--- config.mk ---
export PLATFORM = sky130hd
export DESIGN_NAME = gearbox_64_48
export DESIGN_NICKNAME = d
export VERILOG_FILES = /design/src/rtl/gearbox_64_48.sv
export SDC_FILE = /design/constraint.sdc
export NUM_CORES = 1
export LEC_CHECK = 0
export ABC_AREA = 1
export BUFFER_PORTS_ARGS = -buffer_cell sky130_fd_sc_hd__buf_2
export CAP_MARGIN = 0
export CELL_PAD_IN_SITES_DETAIL_PLACEMENT = 0
export CELL_PAD_IN_SITES_GLOBAL_PLACEMENT = 1
export CORE_ASPECT_RATIO = 0.75
export CORE_UTILIZATION = 45
export DETAILED_ROUTE_END_ITERATION = 10
export HOLD_SLACK_MARGIN = 0.03
export PLACE_DENSITY = 0.93
export SLEW_MARGIN = 0
export SYNTH_ARGS = -nofsm -noshare
export SYNTH_HDL_FRONTEND = slang
export SYNTH_SLANG_ARGS = --single-unit
--- constraint.sdc ---
create_clock -name clk -period 6.8 [get_ports clk]
set_input_delay 0.68 -clock clk [delete_from_list [all_inputs] [get_ports clk]]
set_output_delay 0.68 -clock clk [all_outputs]
set_load 0.05 [all_outputs]
--- src/rtl/gearbox_64_48.sv ---
// rtl/gearbox_64_48.sv - 64-bit to 48-bit lane gearbox (4 lanes in, 3 lanes out)
// Optional sticky overflow flag enabled by defining GEARBOX_64_48_OVF_EN.
module gearbox_64_48 #(
  parameter int LANE_W = 16,
  parameter int BUF_LN = 7
) (
  input  logic                  clk,
  input  logic                  reset_n,
  input  logic                  in_enable,
  output logic                  out_idle,
  input  logic [4*LANE_W-1:0]   in_data,
  input  logic                  in_datavalid,
  output logic                  empty_save,
  output logic [3*LANE_W-1:0]   out_data,
  output logic                  out_datavalid,
  input  logic                  in_idle,
  output logic                  ovf_err
);

  localparam int BUF_W = BUF_LN * LANE_W;

  logic [2:0]       cnt_q;
  logic [2:0]       cnt_d;
  logic [BUF_W-1:0] buf_q;
  logic [BUF_W-1:0] buf_d;
  logic             push;
  logic             pop;
  logic [1:0]       base;

  assign out_idle      = (cnt_q <= 3'd3);
  assign out_datavalid = in_enable && (cnt_q >= 3'd3);
  assign out_data      = buf_q[3*LANE_W-1:0];
  assign empty_save    = (cnt_q == 3'd0) || (cnt_q == 3'd3) || (cnt_q == 3'd6);

  assign pop  = out_datavalid && in_idle;
  assign push = in_enable && in_datavalid && out_idle;

  // A push only happens with cnt <= 3, and a simultaneous pop implies cnt == 3,
  // so the write base always fits in two bits and the 4-lane write stays in range.
  always_comb begin
    buf_d = buf_q;
    base  = cnt_q[1:0];
    if (pop) begin
      buf_d = {{(3*LANE_W){1'b0}}, buf_q[BUF_W-1:3*LANE_W]};
      base  = 2'd0;
    end
    if (push) begin
      buf_d[LANE_W*base +: 4*LANE_W] = in_data;
    end
    cnt_d = cnt_q + (push ? 3'd4 : 3'd0) - (pop ? 3'd3 : 3'd0);
  end

  always_ff @(posedge clk or negedge reset_n) begin
    if (!reset_n) begin
      cnt_q <= 3'd0;
      buf_q <= '0;
    end else begin
      cnt_q <= cnt_d;
      buf_q <= buf_d;
    end
  end

`ifdef GEARBOX_64_48_OVF_EN
  logic ovf_q;

  always_ff @(posedge clk or negedge reset_n) begin
    if (!reset_n) begin
      ovf_q <= 1'b0;
    end else if (in_enable && in_datavalid && !out_idle) begin
      ovf_q <= 1'b1;
    end
  end

  assign ovf_err = ovf_q;
`else
  assign ovf_err = 1'b0;
`endif

endmodule

==> flow_summary.ini <==
[global_routing]
grt_pass1_vias = 8366
track_usage_pct = 34.0
grt_max_degree = 114
gr-total-overflow = 0
antenna_found_initial = 0
grt_pass1_wl_um = 50900

[timing]
skew_ns = 0.00762
max_slew_margin_pct = 17.5
hold_viol = 0
layout_min_cycle_time_ns = 4.65
setup_ws_ns = 2.15
setup_viol = 0
tns_ns = 0
rsz0062_at_grt = no
drv_slew = 0
whs_ns = 0.211
fin_crit_sh_pct = 68.4
fmax_mhz = 215
tightest_slew_ns = 1.24

[place]
place.gp.congestion = 0.922
place_inst = 1624
io_buffers = 119
pre_cts_ws_ns = 2.27
dpl_cell_area_mm2 = 0.00897
hpwlAfterDp_um = 21700

[finish]
drive_gt1_share_pct = 13.1
final_cells = 1654
antenna_cells = 0
fillCellCount = 2022
syn2layout_area_growth_pct = 7.30
nNetsFinal = 1467
final_area_mm2 = 0.00954

[routing]
firstDrtPassIters = 5
route.detailed.drc = 0
ant_nets = 0
drtIter0Drc = 1353
routedWlPerCell_um = 20.4
routed_wl_um = 33800
viasPerCell = 5.77
via_count = 9551

[floorplanning]
dieHeight_um = 124
start_util_pct = 45.9
core-area_mm2 = 0.0194
dieArea_mm2 = 0.0203
die_w_um = 164
std_cell_rows = 44
io_pins = 121

[critical_path]
crit_top_cell = nand3_1
critPathSlowestCell = ha_2
cp.arrival_ns = 5.02
critPathRequiredTime_ns = 7.17
crit_path_max_incr_delay_ns = 1.09
critPathLaunchType = flip-flop
cp_top_family = buffers and inverters
critical_path_class = reg2reg
worst-path-buf-inv = 5
crit_chain = inv_4 > nand2_2 > buf_4 > nand3_4 > ha_2 > inv_2 > ha_1 > inv_2 > buf_4 > nand3_1 > nand3_1 > nand3_1 > nand2_1
crit_path_end_kind = flip-flop
path_max_fanout = 55

[cts]
tritoncts = yes
h-tree-depth = 4
post-cts-setup-buffers = 0
cts.path.max_buffers = 2
cts_sinks = 115
numCtsBuffers = 17
ctsHoldBuffers = 0
root_buffer = clkbuf_16
clk_latency_ns = 0.44
cts_resized = 0
clk_pin_slew_ns = 0.06

[synthesis]
syn_nets = 1472
synth-seq-cells = 115
synth_edf_count = 0
synthArstFlopShare_pct = 100
synth_area_mm2 = 0.00889
synth_area_per_cell_um2 = 6.37
seq_area_frac_synth_pct = 32.4
synth_cell_types = 27
syn_inst = 1395
synth_flop_cell = dfrtp_1
yosys_warnings = 0

[pwr]
power_density_mw_per_mm2 = 604
p_leak_nw = 5.28
vdd_drop_max_uv = 358

[flow_run]
drv_cap = 0

[outcome]
outcome = complete, no violations

[hold_path]
hold_class = in2async
[cells in the mapped netlist, types with 3 or more instances]
cell type  count  area (um^2)
ha_1           8          100
o21ai_0        8         40.0
nand3_1      288         1440
nor2_1        16         60.1
nand4_1       96          601
dfrtp_1      115         2880
buf_2         45          225
buf_4         68          510
a21oi_1       17         85.1
nor2_4         6         67.6
inv_2          3         11.3
clkbuf_1      30          113
nand2_1      536         2010
buf_1          7         26.3
inv_1        123          462
buf_6          4         45.0
o21ai_1       10         50.1
[worst paths after layout]
| path | slack (ns) | from | cells after the start | end |
|---|---|---|---|---|
| max in group asynchronous | 5.11 | reset_n | 2 | buf_q[87]$_DFF_PN0_ |
| hold reg to reg | 0.51 | buf_q[85]$_DFF_PN0_ | 2 | buf_q[85]$_DFF_PN0_ |
| setup / recovery | 2.15 | cnt_q[2]$_DFF_PN0_ | 13 | buf_q[58]$_DFF_PN0_ |
| setup reg to reg | 2.15 | cnt_q[2]$_DFF_PN0_ | 13 | buf_q[58]$_DFF_PN0_ |
| hold / removal | 0.21 | reset_n | 1 | buf_q[18]$_DFF_PN0_ |
| min in group clk | 0.51 | buf_q[85]$_DFF_PN0_ | 2 | buf_q[85]$_DFF_PN0_ |
[power breakdown]
| part | switching, mW | internal [mW] | total (mW) |
|---|---|---|---|
| clock | 0.352 | 0.549 | 0.901 |
| combinational | 2.80 | 0.905 | 3.70 |
| sequential | 0.177 | 0.981 | 1.16 |
[sequential cells by signal, indices dropped and copies added, names as in the netlist]
register and cells:
buf_q 112, cnt_q 3
[per-layer routing]
layer  track usage (%)  part of all wire [%]  vias to the layer above
met4              12.6                   3.1                        0
met1              51.4                    44                     4379
met2              44.6                    39                      645
li1                  -                     -                     4459
met3              9.92                    15                       68
met5                 0                     0                        -
[cells in the final DEF (no fill, tap or decap), types with 3 or more instances in the layout]
cell type | synthesis | final
a21oi_1 | 17 | 17
clkbuf_16 | 0 | 17
inv_1 | 123 | 121
o21ai_0 | 8 | 8
ha_1 | 8 | 6
nand3_1 | 288 | 288
o21ai_1 | 10 | 10
clkinv_2 | 0 | 7
buf_4 | 68 | 12
nor2_1 | 16 | 16
dfrtp_1 | 115 | 115
inv_2 | 3 | 4
nand4_1 | 96 | 96
buf_2 | 45 | 118
nor2_4 | 6 | 6
nand2_1 | 536 | 536
clkinvlp_4 | 0 | 3
[final cells by class]
| type | instances | area (um^2) | area share (%) |
|---|---|---|---|
| clock buffer | 19 | 453 | 4.75 |
| clock inverter | 11 | 113 | 1.18 |
| inverter | 129 | 490 | 5.14 |
| multi-input combinational | 997 | 4610 | 48.3 |
| sequential | 115 | 2880 | 30.2 |
| tap | 253 | 317 | 3.32 |
| timing repair buffer | 130 | 681 | 7.13 |
[metrics by stage]
stage	power, mW	utilization (%)
5_1_grt	6.13	49.2
4_1_cts	5.67	49.2
2_1_floorplan	4.16	-
6_report	5.76	49.2
3_3_place_gp	4.75	46.3
3_5_place_dp	4.76	46.3
[logic make-up after synthesis]
| kind of cell | share of synthesized area [%] |
|---|---|
| AND/OR/NAND/NOR | 48.5 |
| buffers and inverters | 15.8 |
| flip-flops | 32.4 |
| AO/OA/AOI/OAI | 1.97 |
| adder cells (fa/ha/maj) | 1.13 |
| XOR/XNOR | 0.197 |
| other | 0.0422 |
Power figures use the tool's default switching activity.
